==> src/rtl/memory_line_bridge_pkg.sv <==
// Shared types and size helpers for the cache-line to word-beat memory bridge.
package memory_line_bridge_pkg;

  typedef enum logic [1:0] {
    ST_IDLE = 2'd0,
    ST_BUSY = 2'd1,
    ST_DONE = 2'd2
  } state_t;

  function automatic int beats_f(input int line_w, input int word_w);
    return line_w / word_w;
  endfunction

  function automatic int offset_bits_f(input int line_w);
    return $clog2(line_w / 8);
  endfunction

  function automatic int beat_idx_w_f(input int beats);
    return (beats > 1) ? $clog2(beats) : 1;
  endfunction

  localparam int DEFAULT_BEAT_IDX_W = beat_idx_w_f(beats_f(128, 32));

endpackage

==> src/rtl/memory_line_bridge.sv <==
// Serializes one arbiter line request into word beats on a req/ack port.
// Optional ack watchdog: define MEMORY_LINE_BRIDGE_TIMEOUT_EN.
module memory_line_bridge
  import memory_line_bridge_pkg::*;
#(
  parameter int ADDR_WIDTH     = 32,
  parameter int LINE_WIDTH     = 128,
  parameter int WORD_WIDTH     = 32,
  parameter int TIMEOUT_CYCLES = 64
) (
  input  logic                  clk,
  input  logic                  rst,
  input  logic                  memEnable,
  input  logic                  memIsWrite,
  input  logic [ADDR_WIDTH-1:0] memAddr,
  input  logic [LINE_WIDTH-1:0] memWriteValue,
  output logic [LINE_WIDTH-1:0] memReadValue,
  output logic                  memDone,
  output logic                  memError,
  output logic                  extReq,
  output logic                  extWrite,
  output logic [ADDR_WIDTH-1:0] extAddr,
  output logic [WORD_WIDTH-1:0] extWriteData,
  input  logic                  extAck,
  input  logic [WORD_WIDTH-1:0] extReadData,
  output state_t                fsm_state
);

  localparam int BEATS       = beats_f(LINE_WIDTH, WORD_WIDTH);
  localparam int OFFSET_BITS = offset_bits_f(LINE_WIDTH);
  localparam int BW          = beat_idx_w_f(BEATS);
  localparam int BYTE_SHIFT  = $clog2(WORD_WIDTH / 8);
  localparam logic [ADDR_WIDTH-1:0] OFFSET_MASK =
    ADDR_WIDTH'((64'd1 << OFFSET_BITS) - 64'd1);

  if (TIMEOUT_CYCLES < 2) begin : g_timeout_check
    $error("TIMEOUT_CYCLES must be at least 2");
  end

  state_t                state, state_next;
  logic [BW-1:0]         beat;
  logic [ADDR_WIDTH-1:0] base;
  logic                  is_write;
  logic [LINE_WIDTH-1:0] wdata;
  logic [LINE_WIDTH-1:0] buffer;
  logic                  busy;
  logic                  last_beat;
  logic                  timeout_hit;

  assign busy      = (state == ST_BUSY);
  assign last_beat = (beat == BW'(BEATS - 1));

`ifdef MEMORY_LINE_BRIDGE_TIMEOUT_EN
  localparam int TW = $clog2(TIMEOUT_CYCLES);
  logic [TW-1:0] wait_cnt;
  logic          err;

  assign timeout_hit = busy && !extAck && (wait_cnt == TW'(TIMEOUT_CYCLES - 1));

  always_ff @(posedge clk or posedge rst) begin
    if (rst) begin
      wait_cnt <= '0;
      err      <= 1'b0;
    end else begin
      if (state == ST_IDLE && memEnable) begin
        wait_cnt <= '0;
      end else if (busy) begin
        if (extAck) wait_cnt <= '0;
        else if (!timeout_hit) wait_cnt <= wait_cnt + 1'b1;
      end
      if (timeout_hit) err <= 1'b1;
      else if (state == ST_DONE) err <= 1'b0;
    end
  end

  assign memError = err;
`else
  assign timeout_hit = 1'b0;
  assign memError    = 1'b0;
`endif

  always_ff @(posedge clk or posedge rst) begin
    if (rst) state <= ST_IDLE;
    else     state <= state_next;
  end

  always_comb begin
    state_next = state;
    case (state)
      ST_IDLE: if (memEnable) state_next = ST_BUSY;
      ST_BUSY: if ((extAck && last_beat) || timeout_hit) state_next = ST_DONE;
      ST_DONE: state_next = ST_IDLE;
      default: state_next = ST_IDLE;
    endcase
  end

  // Request fields are captured in Idle, so arbiter-side changes mid-access are ignored.
  always_ff @(posedge clk or posedge rst) begin
    if (rst) begin
      beat     <= '0;
      base     <= '0;
      is_write <= 1'b0;
      wdata    <= '0;
      buffer   <= '0;
    end else begin
      case (state)
        ST_IDLE: begin
          if (memEnable) begin
            base     <= memAddr & ~OFFSET_MASK;
            is_write <= memIsWrite;
            wdata    <= memWriteValue;
            beat     <= '0;
          end
        end
        ST_BUSY: begin
          if (extAck) begin
            if (!is_write) buffer[beat*WORD_WIDTH +: WORD_WIDTH] <= extReadData;
            if (!last_beat) beat <= beat + 1'b1;
          end
        end
        default: ;
      endcase
    end
  end

  // Beat handshake: extReq holds with stable fields until the cycle extAck is
  // high; that cycle completes the beat and carries read data on extReadData.
  assign extReq       = busy;
  assign extWrite     = busy & is_write;
  assign extAddr      = busy ? base + (ADDR_WIDTH'(beat) << BYTE_SHIFT) : '0;
  assign extWriteData = busy ? wdata[beat*WORD_WIDTH +: WORD_WIDTH] : '0;
  assign memDone      = (state == ST_DONE);
  assign memReadValue = buffer;
  assign fsm_state    = state;

endmodule
==> config.mk <==
export PLATFORM = sky130hd
export DESIGN_NAME = memory_line_bridge
export DESIGN_NICKNAME = d
export VERILOG_FILES = /design/src/rtl/memory_line_bridge_pkg.sv /design/src/rtl/memory_line_bridge.sv
export SDC_FILE = /design/constraint.sdc
export NUM_CORES = 1
export LEC_CHECK = 0
export BUFFER_PORTS_ARGS = -buffer_cell sky130_fd_sc_hd__buf_2
export CORE_UTILIZATION = 50
export CTS_CLUSTER_DIAMETER = 40
export DETAILED_ROUTE_END_ITERATION = 10
export PLACE_DENSITY = 0.89
export SLEW_MARGIN = 15
export SYNTH_ARGS = -nofsm -noshare
export SYNTH_HDL_FRONTEND = slang
export SYNTH_SLANG_ARGS = --single-unit
==> constraint.sdc <==
create_clock -name clk -period 14.6 [get_ports clk]
set_clock_uncertainty 0.2 [all_clocks]
set_input_delay 3.65 -clock clk [delete_from_list [all_inputs] [get_ports clk]]
set_output_delay 3.65 -clock clk [all_outputs]
set_load 0.1 [all_outputs]
==> results of run 1 <==
## final cells by class
type	count	area, sq um	share of cell area (%)
flip-flops and latches	289	7234	44.13
well taps	330	412.9	2.519
diodes	3	7.507	0.04579
inverters	35	138.9	0.8471
multi-input cells	535	5172	31.55
clock buffers	48	1084	6.609
clock inverters	27	282.8	1.725
repair buffers	402	2062	12.58
## logic make-up after synthesis
logic type	synth area share, %
flops	55.69
mux	21.72
simple gates	9.693
buf+inv	4.866
compound gates	7.525
fa+ha+maj	0.4817
other cells	0.02888
## placed cells by master, fill, tap and decap left out, types with 7 or more instances in the layout
| cell | netlist | final |
|---|---|---|
| sky130_fd_sc_hd__mux4_2 | 32 | 32 |
| sky130_fd_sc_hd__and2_1 | 63 | 63 |
| sky130_fd_sc_hd__mux2_1 | 10 | 10 |
| sky130_fd_sc_hd__mux2i_1 | 32 | 32 |
| sky130_fd_sc_hd__a21bo_1 | 66 | 66 |
| sky130_fd_sc_hd__inv_1 | 35 | 34 |
| sky130_fd_sc_hd__dfrtp_1 | 289 | 287 |
| sky130_fd_sc_hd__mux2_2 | 148 | 148 |
| sky130_fd_sc_hd__buf_2 | 22 | 387 |
| sky130_fd_sc_hd__clkinv_2 | 0 | 7 |
| sky130_fd_sc_hd__a21bo_2 | 30 | 30 |
| sky130_fd_sc_hd__clkbuf_16 | 0 | 42 |
| sky130_fd_sc_hd__nand4_1 | 96 | 96 |
| sky130_fd_sc_hd__buf_4 | 21 | 14 |
| sky130_fd_sc_hd__nand2_1 | 36 | 36 |
## registers in the layout, indices dropped and copies added (netlist names)
signal and flops:
fsm_state 2, memReadValue 128, is_write 1, beat 2, wdata 128, base 28
## through the flow
stage | util [%] | worst slack (ns) | hold slack [ns] | instances
after detailed placement | 59.31 | 8.418 | 0.2591 | 1591
after global routing | 64.71 | 7.714 | 0.2825 | 1667
after global placement | 59.31 | 8.414 | 0.2573 | 1591
after floorplan | - | 2.773 | 0.2526 | 944
after CTS | 64.70 | 7.835 | 0.2748 | 1666
final | 64.73 | 7.909 | 0.2713 | 1669
## per-layer routing
metal | up-vias | track usage [%] | share of wire, %
met2 | 477 | 45.34 | 51
met4 | 2 | 10.66 | 3.4
li1 | 4119 | - | -
met1 | 4731 | 31.99 | 37
met5 | - | 0 | 0.022
met3 | 93 | 7.263 | 8.4
## worst register-to-register path: cells and delay by family (launching register included)
family	cells	cell delay (ns)
flip-flops	1	1.00
adder cells (fa/ha/maj)	1	0.45
AND/OR/NAND/NOR	2	0.82
AO/OA/AOI/OAI	1	0.27
buffers and inverters	2	0.63
## how the worst max path moves through the flow
stage	endpoint	from	slack [ns]
after floorplan	base[10]	rst	2.77
after global placement	extWriteData[13]	beat[0]	8.41
after detailed placement	extWriteData[13]	beat[0]	8.42
after CTS	extWriteData[29]	beat[0]	7.83
after global routing	extWriteData[29]	beat[0]	7.71
final	extWriteData[29]	beat[0]	7.91
==> load_flow_metrics.sql, run 1 <==
INSERT INTO impl_metrics (metric_group, metric, value, unit) VALUES
('outcome', 'status', 'finished, final reports clean', ''),
('cts', 'cts.repair.resized', '0', ''),
('cts', 'clk-insertion-delay-late', '0.51', 'ns'),
('worst_setup_path', 'slowest_delay', '0.65', 'ns'),
('timing', 'period_needed', '6.691', 'ns'),
('worst_setup_path', 'cp_num_buf_inv', '2', ''),
('cts', 'clk_path_buf_depth', '3', ''),
('worst_setup_path', 'worst_ep_arrival_time', '2.84', 'ns'),
('global_routing', 'grt_remaining_overflow', '0', ''),
('placement', 'io_buffers', '387', ''),
('flow_run', 'max_cap_violations', '0', ''),
('min_path', 'worstHoldEndpoint', 'memReadValue[95]', ''),
('worst_setup_path', 'cp.depth', '4', ''),
('final_layout', 'final_design_area_no_fill', '0.01639', 'sq mm'),
('floorplanning', 'die_w', '163.2', 'um'),
('timing', 'finalHoldViolations', '0', ''),
('timing', 'maxSlewHeadroom', '21.64', '%'),
('cts', 'cts_htree_levels', '2', ''),
('route', 'detail_route.iter0.violations', '962', ''),
('placement', 'placement.cell_area', '0.01502', 'sq mm'),
('worst_setup_path', 'reg2reg_from', 'beat[1]', ''),
('route', 'post_drt_wl_per_cell', '21.41', 'um'),
('logic_synthesis', 'synth.area.top_cells', 'sky130_fd_sc_hd__dfrtp_1 (56%), sky130_fd_sc_hd__mux2_2 (13%), sky130_fd_sc_hd__mux4_2 (5.5%)', ''),
('route', 'drc', '0', ''),
('logic_synthesis', 'number_of_flops_mapped_to_enable_cells_by_yosys', '0', ''),
('timing', 'max_freq', '149.4', 'MHz'),
('worst_setup_path', 'worst_setup_path_start_kind', 'flop', ''),
('route', 'detail-route-antenna-nets', '0', ''),
('global_routing', 'grt_start_max_net_pins', '160', ''),
('timing', 'setup-tns-final', '0', 'ns'),
('route', 'route.final.wire_length', '35740', 'um'),
('logic_synthesis', 'seq_area_frac_synth', '55.69', '%'),
('logic_synthesis', 'post-synth-top-count-cell', 'sky130_fd_sc_hd__dfrtp_1', ''),
('placement', 'dp_hpwl', '23820', 'um'),
('floorplanning', 'floorplan.initialDensity', '51.27', '%'),
('floorplanning', 'design.portCount', '395', ''),
('final_layout', 'final.fill_count', '1780', ''),
('logic_synthesis', 'synth.cells.most_frequent', 'sky130_fd_sc_hd__dfrtp_1 (289), sky130_fd_sc_hd__mux2_2 (148), sky130_fd_sc_hd__nand4_1 (96), sky130_fd_sc_hd__a21bo_1 (66), sky130_fd_sc_hd__and2_1 (63)', ''),
('logic_synthesis', 'yosys.cell_types.count', '30', ''),
('global_routing', 'grt_pass1_vias', '9768', ''),
('cts', 'clock_sink_count', '289', ''),
('timing', 'final_max_tran_viols', '0', ''),
('min_path', 'min_from', 'memReadValue[95]', ''),
('global_routing', 'antenna_found_initial', '4', ''),
('worst_setup_path', 'critical-path-slowest-cell', 'sky130_fd_sc_hd__dfrtp_2', ''),
('logic_synthesis', 'netlist_instances', '942', ''),
('final_layout', 'nNetsFinal', '1507', ''),
('min_path', 'min_path_type', 'flop to flop', ''),
('worst_setup_path', 'path_max_fanout', '27', ''),
('timing', 'report.final.setup_viol', '0', ''),
('cts', 'tritoncts_buffer_count', '42', ''),
('final_layout', 'syn2layout_area_growth', '26.25', '%'),
('cts', 'clkTransAtPathRegs', '0.06', 'ns'),
('cts', 'clock_root_buffer_master', 'sky130_fd_sc_hd__clkbuf_16', ''),
('cts', 'postCtsSetupBuffers', '0', ''),
('logic_synthesis', 'avg_cell_area_syn', '13.79', 'sq um'),
('timing', 'rsz0062_at_grt', 'no', ''),
('logic_synthesis', 'synth-main-ff-cell', 'sky130_fd_sc_hd__dfrtp_1', ''),
('logic_synthesis', 'synth_top_area_share', '55.69', '%'),
('placement', 'finalWeightedCongestion', '0.8555', ''),
('worst_setup_path', 'crit-reg2reg-capture', 'memReadValue[122]', ''),
('route', 'via_count', '9422', ''),
('min_path', 'worst_hold_path.num_cells', '1', ''),
('logic_synthesis', 'ys.warnings.count', '0', ''),
('worst_setup_path', 'worst_path_dominant_cell_family', 'buffers and inverters', ''),
('worst_setup_path', 'setup.worst_path.end_class', 'output pin', ''),
('worst_setup_path', 'r2r_setup_slack', '11.17', 'ns'),
('logic_synthesis', 'synth_area_leader', 'sky130_fd_sc_hd__dfrtp_1', ''),
('worst_setup_path', 'crit_required', '10.75', 'ns'),
('cts', 'tritoncts', 'done', ''),
('global_routing', 'grt_util_all_layers', '26.66', '%');
Power of run 1 is left out: the tool's default activity adds up to more than one toggle a clock period on the data nets, which glitch-free logic cannot reach.
==> run 2: changes to the inputs <==
--- a/config.mk
+++ b/config.mk
@@ -6,10 +6,10 @@
 export NUM_CORES = 1
 export LEC_CHECK = 0
 export BUFFER_PORTS_ARGS = -buffer_cell sky130_fd_sc_hd__buf_2
-export CORE_UTILIZATION = 50
+export CORE_UTILIZATION = 47
 export CTS_CLUSTER_DIAMETER = 40
 export DETAILED_ROUTE_END_ITERATION = 10
-export PLACE_DENSITY = 0.89
+export PLACE_DENSITY = 0.88
 export SLEW_MARGIN = 15
 export SYNTH_ARGS = -nofsm -noshare
 export SYNTH_HDL_FRONTEND = slang
==> constraint.sdc (replaced) <==
create_clock -name clk -period 5.5 [get_ports clk]
set_clock_uncertainty 0.2 [all_clocks]
set_input_delay 1.375 -clock clk [delete_from_list [all_inputs] [get_ports clk]]
set_output_delay 1.375 -clock clk [all_outputs]
set_load 0.1 [all_outputs]
==> run 2 against run 1 <==
  * Final cell count rose by 0.60%
  * Via count rose by 0.21%
  * Register-to-register slack got worse by 9.4 ns
  * Routed wire length fell by 2.4%
  * Design area did not move
  * Count of clock-buffer cells in the layout rose by 1
  * Sequential share of layout area did not move
  * Critical path depth did not move
  * Core utilization fell by 4.1 points
  * Critical endpoint is now extWriteData[14]
  * Global-route usage fell by 2.1 points
  * Hold slack got worse by 0.0019 ns
==> load_flow_metrics.sql, run 2 (synthesized netlist as in run 1, its figures left out) <==
INSERT INTO impl_metrics (metric_group, metric, value, unit) VALUES
('cts', 'cts.repair.resized', '0', ''),
('placement', 'io_buffers', '387', ''),
('worst_setup_path', 'worst_setup_path_start_kind', 'flop', ''),
('floorplanning', 'fp-row-count', '60', ''),
('final_layout', 'final_common_cell', 'sky130_fd_sc_hd__buf_2', ''),
('floorplanning', 'chipHeight', '168.2', 'um'),
('final_layout', 'syn2layout_area_growth', '26.25', '%'),
('cts', 'clock_root_buffer_master', 'sky130_fd_sc_hd__clkbuf_16', ''),
('cts', 'clock_sink_count', '289', ''),
('route', 'route.final.wire_length', '34870', 'um'),
('route', 'dr.pass1.iters', '5', ''),
('timing', 'timing_worst_slew_pin_value', '1.224', 'ns'),
('global_routing', 'grt_first_pass_wirelength', '54390', 'um'),
('global_routing', 'antenna_found_initial', '3', ''),
('min_path', 'worstHoldEndpoint', 'memReadValue[58]', ''),
('min_path', 'min_path_type', 'flop to flop', ''),
('min_path', 'min_from', 'memReadValue[58]', ''),
('cts', 'tritoncts', 'done', ''),
('route', 'post_drt_wl_per_cell', '20.77', 'um'),
('final_layout', 'mostFrequentLayoutCells', 'sky130_fd_sc_hd__buf_2 (387), sky130_fd_sc_hd__dfrtp_1 (287), sky130_fd_sc_hd__mux2_2 (148), sky130_fd_sc_hd__nand4_1 (96), sky130_fd_sc_hd__a21bo_1 (66)', ''),
('cts', 'clk_path_buf_depth', '3', ''),
('floorplanning', 'die_area', '0.02830', 'sq mm'),
('worst_setup_path', 'reg2reg_from', 'beat[1]', ''),
('cts', 'clkTransAtPathRegs', '0.06', 'ns'),
('worst_setup_path', 'setup.worst_path.end_class', 'output pin', ''),
('flow_run', 'max_cap_violations', '0', ''),
('worst_setup_path', 'worstSetupPathType', 'flop to output pin', ''),
('timing', 'post-route-period-util', '79.67', '%'),
('cts', 'tritoncts_buffer_count', '39', ''),
('worst_setup_path', 'crit-reg2reg-capture', 'memReadValue[82]', ''),
('worst_setup_path', 'critical-path-slowest-cell', 'sky130_fd_sc_hd__nor2b_4', ''),
('worst_setup_path', 'path_max_fanout', '43', ''),
('route', 'drc', '0', ''),
('worst_setup_path', 'worst_setup_path_startpoint', 'fsm_state[0]', ''),
('timing', 'final_max_tran_viols', '0', ''),
('min_path', 'worst_hold_path.num_cells', '1', ''),
('global_routing', 'grt_pass1_vias', '9928', ''),
('timing', 'period_needed', '4.382', 'ns'),
('worst_setup_path', 'crit_required', '3.92', 'ns'),
('worst_setup_path', 'timing.critical_path.cells', 'nor2b_4 > buf_4 > and2_1 > buf_2', ''),
('timing', 'max_freq', '228.2', 'MHz'),
('worst_setup_path', 'r2r_setup_slack', '1.77', 'ns'),
('timing', 'setup_ws', '1.118', 'ns'),
('placement', 'dp_hpwl', '23200', 'um'),
('placement', 'finalWeightedCongestion', '0.8117', ''),
('route', 'detail-route-antenna-nets', '0', ''),
('global_routing', 'grt_start_max_net_pins', '121', ''),
('floorplanning', 'die_w', '168.2', 'um'),
('floorplanning', 'design.portCount', '395', ''),
('floorplanning', 'floorplan.initialDensity', '48.05', '%'),
('worst_setup_path', 'worst_r2r_path_depth', '6', ''),
('placement', 'pre_cts_slack', '1.662', 'ns'),
('cts', 'clk-insertion-delay-late', '0.51', 'ns'),
('cts', 'post_cts_hold_buffer_count', '0', ''),
('route', 'vias_per_cell', '5.624', ''),
('floorplanning', 'area_of_the_core_region', '0.02703', 'sq mm'),
('final_layout', 'drive_above_1_share', '51.99', '%'),
('timing', 'finalHoldViolations', '0', ''),
('route', 'detail_route.iter0.violations', '792', ''),
('timing', 'setup-tns-final', '0', 'ns'),
('cts', 'cts_htree_levels', '2', ''),
('final_layout', 'nNetsFinal', '1507', ''),
('cts', 'postCtsSetupBuffers', '0', ''),
('worst_setup_path', 'worst_ep_arrival_time', '2.81', 'ns'),
('global_routing', 'grt_remaining_overflow', '0', ''),
('timing', 'maxSlewHeadroom', '18.37', '%'),
('final_layout', 'final.fill_count', '2015', ''),
('route', 'via_count', '9442', ''),
('final_layout', 'postLayoutCoreUtil', '60.66', '%'),
('timing', 'rsz0062_at_grt', 'no', ''),
('global_routing', 'grt_util_all_layers', '24.56', '%'),
('outcome', 'status', 'finished, final reports clean', ''),
('timing', 'report.final.setup_viol', '0', ''),
('worst_setup_path', 'slowest_delay', '0.70', 'ns');
==> run 2: changes by cell type in the layout (fill, tap and decap cells not counted), sizes merged <==
cell      previous run  this run
clkinv              16         8
clkinvlp             2         5
clkbuf              48        49
buf                402       405
==> run 2: critical path: cells and delay by family, from the launching register on <==
kind / cells / cell delay [ns]
AND/OR/NAND/NOR: 2 / 0.95
flip-flops: 1 / 0.46
buffers and inverters: 2 / 0.85
==> run 2: per-stage QoR <==
step | area [sq um] | cells | hold slack, ns
after floorplan | 13000 | 944 | 0.2526
after global placement | 15080 | 1605 | 0.2575
after detailed placement | 15080 | 1605 | 0.2599
after CTS | 16390 | 1676 | 0.2752
after global routing | 16390 | 1677 | 0.2795
final | 16390 | 1679 | 0.2694
==> run 2: worst max path at each step <==
stage / to / slack, ns / cells after the start
CTS: extWriteData[12] / 1.09 / 4
global route: extWriteData[12] / 0.98 / 4
floorplan: base[10] / 0.09 / 1
finish: extWriteData[14] / 1.12 / 4
global placement: extWriteData[14] / 1.65 / 4
detailed placement: extWriteData[14] / 1.66 / 4
==> run 2: routing by layer <==
metal	up-vias	track usage (%)	wire length [um]
li1	4126	-	-
met1	4746	28.94	13180
met2	490	42.83	17680
met3	76	7.193	3096
met4	4	8.340	887
met5	-	0	27
==> run 2: final cells by class <==
type,count,area [sq um],share of cell area [%]
Clock buffer,49,1084,6.609
Sequential cell,289,7234,44.13
Timing Repair Buffer,405,2110,12.87
Tap cell,341,426.7,2.602
Antenna cell,3,7.507,0.04579
Clock inverter,22,225.2,1.374
Multi-Input combinational cell,535,5172,31.55
Inverter,35,135.1,0.8242
Power of run 2 is left out for the same reason.
